## src/rtl/usb_uart_tx_fifo.sv

```systemverilog
// -----------------------------------------------------------------------------
// usb_uart_tx_fifo
//
// Transmit-side byte buffer sitting in front of usb_uart's write port, all in
// the clk_48mhz domain. Producers push bytes over a valid/ready handshake; the
// buffer drains them into usb_uart over uart_we/uart_di/uart_wait, one byte
// per cycle while usb_uart keeps accepting. This decouples bursty producers
// from USB host polling stalls.
//
// Parameters:
//   DEPTH_LOG2  FIFO storage depth is 2**DEPTH_LOG2 bytes. The output holding
//               register (uart_di) adds one more byte of buffering.
//
// Ports:
//   clk_48mhz  in   1             system clock, rising edge
//   reset      in   1             synchronous active-high reset
//   in_data    in   8             byte from producer
//   in_valid   in   1             in_data valid
//   in_ready   out  1             buffer can accept; byte taken on in_valid & in_ready
//   flush      in   1             synchronous clear of stored bytes
//   uart_di    out  8             byte presented to usb_uart
//   uart_we    out  1             write request to usb_uart
//   uart_wait  in   1             usb_uart busy; byte taken on uart_we & !uart_wait
//   level      out  DEPTH_LOG2+1  bytes stored in the FIFO (excludes uart_di)
//
// Configuration macro:
//   TX_CRLF_EN  when defined, every 0x0A leaving the FIFO is preceded by an
//               inserted 0x0D. When undefined, bytes pass through verbatim.
// -----------------------------------------------------------------------------
module usb_uart_tx_fifo #(
  parameter int DEPTH_LOG2 = 4
) (
  input  logic                  clk_48mhz,
  input  logic                  reset,
  input  logic [7:0]            in_data,
  input  logic                  in_valid,
  output logic                  in_ready,
  input  logic                  flush,
  output logic [7:0]            uart_di,
  output logic                  uart_we,
  input  logic                  uart_wait,
  output logic [DEPTH_LOG2:0]   level
);

  localparam int DEPTH = 1 << DEPTH_LOG2;

  typedef enum logic {
    IDLE = 1'b0,
    SEND = 1'b1
  } state_t;

  state_t state;
  state_t state_next;

  logic [7:0]          mem [DEPTH];
  logic [DEPTH_LOG2:0] wr_ptr;
  logic [DEPTH_LOG2:0] rd_ptr;

  logic       empty;
  logic       full;
  logic       push;
  logic       accept;
  logic       fifo_avail;
  logic       load;
  logic       pop;
  logic [7:0] head;
  logic [7:0] load_data;

`ifdef TX_CRLF_EN
  logic cr_sent;
  logic insert_cr;
`endif

  // Pointers carry one extra wrap bit so full and empty are distinguishable
  // without a separate counter.
  assign empty = (wr_ptr == rd_ptr);
  assign full  = (wr_ptr[DEPTH_LOG2] != rd_ptr[DEPTH_LOG2]) &&
                 (wr_ptr[DEPTH_LOG2-1:0] == rd_ptr[DEPTH_LOG2-1:0]);
  assign level = wr_ptr - rd_ptr;
  assign head  = mem[rd_ptr[DEPTH_LOG2-1:0]];

  // in_ready is derived purely from registered pointers, so a pop in the same
  // cycle never lets a full FIFO accept; this keeps in_ready free of any
  // combinational path from uart_wait.
  assign in_ready = !full && !reset;

  // A flush wins over a simultaneous push: the pushed byte is dropped.
  assign push = in_valid && in_ready && !flush;

  assign accept = uart_we && !uart_wait;

  // During a flush the FIFO contents are being discarded, so nothing may be
  // loaded from it; the byte already on uart_di is left to finish normally.
  assign fifo_avail = !empty && !flush;

  assign uart_we = (state == SEND);

`ifdef TX_CRLF_EN
  // A 0x0A at the head that has not yet been preceded by a CR gets a 0x0D
  // presented first, without popping the 0x0A.
  assign insert_cr = (head == 8'h0A) && !cr_sent;
`endif

  // State register.
  always_ff @(posedge clk_48mhz) begin
    if (reset) begin
      state <= IDLE;
    end else begin
      state <= state_next;
    end
  end

  // Next-state logic. SEND persists across back-to-back bytes and only falls
  // back to IDLE when an accept finds nothing more to send.
  always_comb begin
    state_next = state;
    case (state)
      IDLE: begin
        if (fifo_avail) begin
          state_next = SEND;
        end
      end
      SEND: begin
        if (accept && !fifo_avail) begin
          state_next = IDLE;
        end
      end
      default: begin
        state_next = IDLE;
      end
    endcase
  end

  // Output decode: decide whether the holding register is refilled this
  // cycle, with which byte, and whether the FIFO head is consumed.
  always_comb begin
    load      = 1'b0;
    pop       = 1'b0;
    load_data = head;
    case (state)
      IDLE:    load = fifo_avail;
      SEND:    load = accept && fifo_avail;
      default: load = 1'b0;
    endcase
`ifdef TX_CRLF_EN
    if (insert_cr) begin
      load_data = 8'h0D;
    end
    pop = load && !insert_cr;
`else
    pop = load;
`endif
  end

  // FIFO storage. No reset needed: contents are only observed through the
  // pointers, which are reset.
  always_ff @(posedge clk_48mhz) begin
    if (push) begin
      mem[wr_ptr[DEPTH_LOG2-1:0]] <= in_data;
    end
  end

  // FIFO pointers. Flush empties the FIFO by snapping the read pointer onto
  // the write pointer; push and pop are both blocked while flushing.
  always_ff @(posedge clk_48mhz) begin
    if (reset) begin
      wr_ptr <= '0;
      rd_ptr <= '0;
    end else if (flush) begin
      rd_ptr <= wr_ptr;
    end else begin
      if (push) begin
        wr_ptr <= wr_ptr + 1'b1;
      end
      if (pop) begin
        rd_ptr <= rd_ptr + 1'b1;
      end
    end
  end

  // Output holding register. It only changes when a new byte is loaded, so
  // uart_di stays stable while usb_uart stalls.
  always_ff @(posedge clk_48mhz) begin
    if (reset) begin
      uart_di <= 8'h00;
    end else if (load) begin
      uart_di <= load_data;
    end
  end

`ifdef TX_CRLF_EN
  // cr_sent remembers that the CR for the current head 0x0A is already out,
  // so the next load sends the 0x0A itself and pops it.
  always_ff @(posedge clk_48mhz) begin
    if (reset || flush) begin
      cr_sent <= 1'b0;
    end else if (load) begin
      cr_sent <= insert_cr;
    end
  end
`endif

endmodule

```

## config.mk

```make
export PLATFORM = sky130hd
export DESIGN_NAME = usb_uart_tx_fifo
export DESIGN_NICKNAME = d
export VERILOG_FILES = /design/src/rtl/usb_uart_tx_fifo.sv
export SDC_FILE = /design/constraint.sdc
export NUM_CORES = 1
export LEC_CHECK = 0
export ABC_AREA = 0
export CORE_ASPECT_RATIO = 1.1
export CORE_MARGIN = 5
export CORE_UTILIZATION = 30
export CTS_CLUSTER_SIZE = 25
export DETAILED_ROUTE_END_ITERATION = 6
export GPL_ROUTABILITY_DRIVEN = 0
export HOLD_SLACK_MARGIN = 0.05
export PLACE_DENSITY = 0.49
export SYNTH_ARGS = -nofsm -noshare
export SYNTH_HDL_FRONTEND = slang
export SYNTH_SLANG_ARGS = --single-unit
```

## constraint.sdc

```tcl
create_clock -name clk_48mhz -period 6.5 [get_ports clk_48mhz]
set_input_delay 0.65 -clock clk_48mhz [delete_from_list [all_inputs] [get_ports clk_48mhz]]
set_output_delay 0.65 -clock clk_48mhz [all_outputs]
set_load 0.05 [all_outputs]
```

==> reports/qor.txt, run 1 <==
Hold Crit Start = uart_di[0]$_SDFFE_PP0P_
Hold Path Stages = 2
Psw = 553.2 µW
clock skew = 0.008323 ns
Placement Setup Slack = 2.906 ns
final setup TNS = 0 ns
vias in the first global route = 3,382
Slew Viols, Final = 0
Reg power frac = 47.5%
RSZ-0062 raised after global routing = false
Hold Path Class = flip-flop to flip-flop
largest net degree at the start of global routing = 39
R2R depth = 7
DRC Markers = 0
final net count = 416
via-per-instance ratio = 4.915
reg-to-reg setup timing slack = 2.98 ns
most area-consuming cells after synthesis = edfxtp_1 64%, dfxtp_1 6.3%, mux4_2 5.6%, mux2i_1 5.3%, ha_1 1.9%
CP Capture Type = output port
Final setup viols = 0
post-synthesis sequential area ratio = 70.39%
final core utilization = 35.86%
Global Route Usage Sum = 12.63%
worst r2r src = rd_ptr[1]$_SDFFE_PP0P_
die width = 144.9 µm
clk_lat worst skew = 0.41 ns
Tightest Pin Transition = 1.171 ns
Gate power share = 10.1%
cts repair resizes = 0
Final period util = 60.52%
Sw Share = 25.05%
FFs w/ async S/R, synth = 0%
synthesized flop and latch total = 147
PwrDens = 311.1 mW/mm²
final worst slack = 2.566 ns
Clock Pin Slew Worst Setup and Hold Paths = 0.06 ns
Num CTS Buffers = 17
Initial Util = 30.31%
Fmax = 254.2 MHz
core area = 0.01980 mm²
First-pass DRT Iterations = 4
I/O pin cnt = 28
die area = 0.02293 mm²
Setup CP Type = flip-flop to output port
Rows = 54
Yosys top cell area share = 64.05%
Hold Violations, Final = 0
crit path launch type = flip-flop
EDFF count, synth = 128
hpwl dp = 9228 µm
grt ovf = 0
Syn Area/Cell = 16.72 µm²
crit path from = rd_ptr[1]$_SDFFE_PP0P_
reg2reg end = mem[10][2]$_DFFE_PP_
worst rel slew slack = 21.35%
Final Critical Period = 3.934 ns
first-pass GRT wire length = 21,020 µm
most frequent cell after synthesis = edfxtp_1
Crit path arrival time = 3.28 ns
# clock sinks = 147
Routed Wire Length = 13,760 µm
area of placed instances = 0.006525 mm²
worst-case hold path end point = uart_di[0]$_SDFFE_PP0P_
Synth top cells by count = 128 x edfxtp_1, 32 x mux2i_1, 19 x dfxtp_1
CTS root buf = clkbuf_16
Max Cap Violations = 0
CP Data Required Time = 5.85 ns
library cells used by synthesis = 42
number of diodes = 0
LEAKAGE = 2.234 nW
Via Count = 3,234
IO buf count = 27
CP Max Fanout = 38
cell-internal power = 1.655 mW
fin area = 0.007098 mm²
Synth area leader = edfxtp_1
status = finished, final reports clean
Post-Synthesis Cells = 359
CTS Hold Bufs = 0
share of layout cells above drive strength 1 = 14.53%
CTS H-Tree Depth = 4
synth warn = 0
Vert. Die Dim = 158.3 µm
area of the mapped netlist = 0.006001 mm²
DRT antenna net count = 0
TritonCTS clock tree = yes
Initial DRC Count = 225
clock buffer depth = 2
Clk pwr share = 42.4%
drt wl/cell = 20.91 µm
Main synth FF type = edfxtp_1
fill cell count = 1,862
Max rail drop VDD = 0.0001850 V
Mapped Nets = 382
initial antenna violation count = 0
Area Overhead vs Synth = 18.29%
setup repair bufs after CTS = 0
-- critical path, stage by stage (launching register included) --
cell and delay (ns):
dfxtp_2 0.31, buf_4 0.51, inv_1 0.22, fa_1 0.49, a21o_1 0.18, a21oi_1 0.21
xnor2_1 0.14, clkdlybuf4s50_1 0.81
-- layout make-up --
class | count | area (µm²) | area share (%)
Inverter | 10 | 37.54 | 0.5288
Timing Repair Buffer | 33 | 315.3 | 4.442
Tap cell | 252 | 315.3 | 4.442
Multi-Input combinational cell | 184 | 1632 | 22.99
Sequential cell | 147 | 4225 | 59.53
Clock inverter | 15 | 147.6 | 2.080
Clock buffer | 17 | 425.4 | 5.993
-- cells in the final DEF (no fill, tap or decap), types with 2 or more instances in the layout --
master	synthesis	routed
xor2_1	4	4
or3_1	2	2
a21oi_1	7	7
o21ai_0	12	12
buf_4	3	6
nand3_1	3	3
a21o_1	2	2
xnor2_1	5	5
clkinvlp_4	0	5
inv_8	0	2
nor3_1	8	8
nor2b_1	3	3
ha_1	9	9
and3_1	3	3
inv_1	10	10
clkdlybuf4s50_1	0	27
mux2i_1	32	32
nand4_1	2	2
edfxtp_1	128	128
nor2_1	10	10
a211oi_1	9	9
mux4_2	15	15
mux4_1	2	2
clkbuf_16	0	17
a31oi_1	11	11
o22ai_1	15	15
dfxtp_1	19	18
nand3b_1	2	2
inv_6	0	5
o21ai_1	2	2
nand2_1	14	14
-- state kept, by name (all words and copies together) (netlist names) --
name and count:
rd_ptr 5, mem 128, uart_we 1, uart_di 8, wr_ptr 5
-- layer usage --
metal / GRT usage (%) / vias up / routed length [µm]
met5: 0 / - / 0
met4: 3.865 / 0 / 167
met3: 2.704 / 11 / 517
met2: 21.35 / 66 / 6946
met1: 16.28 / 1661 / 6124
li1: - / 1496 / -
-- kinds of logic after synthesis --
| logic type | count (synthesis) | synth area share [%] |
|---|---|---|
| buffers and inverters | 28 | 2.419 |
| AOI/OAI and AO/OA | 65 | 7.423 |
| muxes | 49 | 11.84 |
| and+or+nand+nor | 50 | 4.128 |
| xor gates and xnor gates | 10 | 1.585 |
| adders and majority gates | 10 | 2.210 |
| DFF | 147 | 70.39 |
-- power groups by stage --
| stage | clock [mW] | sequential, mW | combinational, mW |
|---|---|---|---|
| final | 0.936 | 1.05 | 0.224 |
| after global routing | 0.999 | 1.05 | 0.241 |
| after floorplan | 0 | 1.09 | 0.127 |
| after global placement | 0 | 1.07 | 0.224 |
| after CTS | 0.956 | 1.05 | 0.228 |
| after detailed placement | 0 | 1.07 | 0.227 |
-- stage by stage --
stage | power (mW) | cells | hold WS [ns]
6_report | 2.208 | 658 | 0.5455
5_1_grt | 2.289 | 658 | 0.5971
4_1_cts | 2.232 | 658 | 0.5491
3_5_place_dp | 1.295 | 626 | 0.5371
3_3_place_gp | 1.293 | 626 | 0.5357
2_1_floorplan | 1.217 | 359 | 0.5240
-- worst max-delay path by stage --
| stage | end | depth (start not counted) |
|---|---|---|
| global route | level[4] | 7 |
| finish | level[4] | 7 |
| global placement | mem[10][0]$_DFFE_PP_ | 5 |
| CTS | level[4] | 7 |
| floorplan | in_ready | 6 |
| detailed placement | mem[2][5]$_DFFE_PP_ | 5 |
(Power assumes the default switching activity.)
==> run 2: changes to the inputs <==
PLACE_DENSITY = 0.51   (was 0.49)
clock period = 3.3 ns   (was 6.5 ns; I/O delays follow)
==> run 2 against run 1 <==
Non-clock buffer count rose by 14. Routed wire length barely moved. Count of clock-buffer cells in the layout unchanged. Largest power group unchanged. Highest routed layer unchanged.
==> reports/qor.txt, run 2 (synthesis gave the netlist of run 1 again) <==
# clock sinks = 147 (unchanged)
Max rail drop VDD = 0.0003182 V (was 0.0001850 V)
die width = 144.9 µm (unchanged)
Tightest Pin Transition = 0.7377 ns (was 1.171 ns)
CP Capture Type = output port (unchanged)
CP Data Required Time = 2.97 ns (was 5.85 ns)
number of diodes = 0 (unchanged)
Reg area = 0.004225 mm² (unchanged)
CTS H-Tree Depth = 4 (unchanged)
initial antenna violation count = 0 (unchanged)
clock skew = 0.007116 ns (was 0.008323 ns)
max incr delay on CP = 0.41 ns (was 0.81 ns)
drt wl/cell = 20.46 µm (was 20.91 µm)
DRT antenna net count = 0 (unchanged)
share of layout cells above drive strength 1 = 17.86% (was 14.53%)
Max Cap Violations = 0 (unchanged)
DRC Markers = 0 (unchanged)
largest net degree at the start of global routing = 38 (was 39)
Crit path arrival time = 2.23 ns (was 3.28 ns)
via-per-instance ratio = 4.868 (was 4.915)
crit-path cells = inv_1 -> ha_1 -> inv_1 -> fa_1 -> a21o_1 -> a21oi_1 -> xnor2_1 -> buf_12 (was buf_4 -> inv_1 -> fa_1 -> a21o_1 -> a21oi_1 -> xnor2_1 -> clkdlybuf4s50_1)
Hold Path Class = flip-flop to flip-flop (unchanged)
Area Overhead vs Synth = 20.37% (was 18.29%)
vias in the first global route = 3,437 (was 3,382)
I/O pin cnt = 28 (unchanged)
RSZ-0062 raised after global routing = false (unchanged)
Final period util = 77.65%
Hold Violations, Final = 0 (unchanged)
PwrDens = 607.8 mW/mm² (was 311.1 mW/mm²)
Vert. Die Dim = 158.3 µm (unchanged)
hpwl dp = 9598 µm (was 9228 µm)
status = finished, final reports clean (unchanged)
CTS root buf = clkbuf_16 (unchanged)
Rows = 54 (unchanged)
crit path launch type = flip-flop (unchanged)
Global Route Usage Sum = 12.66% (was 12.63%)
die area = 0.02293 mm² (unchanged)
cts repair resizes = 0 (unchanged)
IO buf count = 27 (unchanged)
CTS Hold Bufs = 0 (unchanged)
critical path's slowest cell = fa_1 (was clkdlybuf4s50_1)
grt ovf = 0 (unchanged)
final net count = 430 (was 416)
First-pass DRT Iterations = 4 (unchanged)
core area = 0.01980 mm² (unchanged)
Tot Pwr = 4.390 mW (was 2.208 mW)
Initial Util = 30.31% (unchanged)
fill cell count = 1,838 (was 1,862)
crit-path most repeated cell = inv_1
fin area = 0.007223 mm² (was 0.007098 mm²)
Final setup viols = 0 (unchanged)
area of placed instances = 0.006643 mm² (was 0.006525 mm²)
setup repair bufs after CTS = 0 (unchanged)
clk_lat worst skew = 0.41 ns (about the same)
CP Max Fanout = 6 (was 38)
commonest non-fill, non-tap cell in the layout = edfxtp_1 (unchanged)
Fmax = 390.2 MHz
Setup CP Type = flip-flop to output port (unchanged)
Initial DRC Count = 183 (was 225)
Final Critical Period = 2.563 ns
Slew Viols, Final = 0 (unchanged)
LEAKAGE = 2.330 nW (was 2.234 nW)
max reg flops = 128 (unchanged)
first-pass GRT wire length = 21,200 µm (was 21,020 µm)
Routed Wire Length = 13,750 µm (was 13,760 µm)
Via Count = 3,271 (was 3,234)
worst rel slew slack = 50.66% (was 21.35%)
clock buffer depth = 2 (unchanged)
TritonCTS clock tree = yes (unchanged)
Num CTS Buffers = 17 (unchanged)
Clock Pin Slew Worst Setup and Hold Paths = 0.06 ns (about the same)
most frequent cells in the layout = 128 x edfxtp_1, 32 x mux2i_1, 23 x buf_4, 22 x clkdlybuf4s50_1, 18 x dfxtp_1 (was 128 x edfxtp_1, 32 x mux2i_1, 27 x clkdlybuf4s50_1, 18 x dfxtp_1, 17 x clkbuf_16)
final setup TNS = 0 ns (unchanged)
area taken by multi-input logic gates = 0.001632 mm² (unchanged)
run 2: report_power, final:
part / internal, mW / total [mW] / switching, mW / leakage [nW]
sequential: 2.04 / 2.06 / 0.0177 / 1.31
clock: 1.12 / 1.87 / 0.752 / 0.273
combinational: 0.170 / 0.460 / 0.290 / 0.749
run 2: through the flow:
step           setup slack [ns]  instances  hold slack [ns]  util [%]
2_1_floorplan            0.6688        359           0.4289         -
3_3_place_gp             0.8601        640           0.5338     33.55
3_5_place_dp             0.7521        640           0.5242     33.55
4_1_cts                  0.7043        672           0.5364     36.49
5_1_grt                  0.5626        672           0.5859     36.49
6_report                 0.7375        672           0.5345     36.49
run 2: path summary, 6_finish.rpt:
path                            depth (start not counted)                      end  slack [ns]                     from
worst max-delay path                                    8                 level[4]        0.74   wr_ptr[0]$_SDFFE_PP0P_
worst min-delay path                                    2  uart_di[0]$_SDFFE_PP0P_        0.53  uart_di[0]$_SDFFE_PP0P_
worst max register to register                          6     mem[12][7]$_DFFE_PP_        0.78   wr_ptr[0]$_SDFFE_PP0P_
worst min register to register                          2  uart_di[0]$_SDFFE_PP0P_        0.53  uart_di[0]$_SDFFE_PP0P_
run 2: critical path, delay by kind of cell, from the launching register on:
family / cells / cell delay (ns)
compound gates: 2 / 0.34
flops: 1 / 0.36
buf+inv: 3 / 0.37
xor+xnor: 1 / 0.19
fa+ha+maj: 2 / 0.56
run 2: cell type report:
type	instances	area share, %
flip-flops and latches	147	58.50
multi-input cells	184	22.59
repair buffers	47	5.993
clock buffers	17	5.889
well taps	252	4.365
clock inverters	15	2.148
inverters	10	0.5197
run 2: metal layers:
layer / part of all wire (%) / global-route usage [%] / vias to the layer above
met5: 0 / 0 / -
met4: 1.5 / 3.998 / 0
met3: 3.9 / 3.184 / 12
met2: 49 / 20.52 / 67
met1: 46 / 16.74 / 1663
li1: - / - / 1529
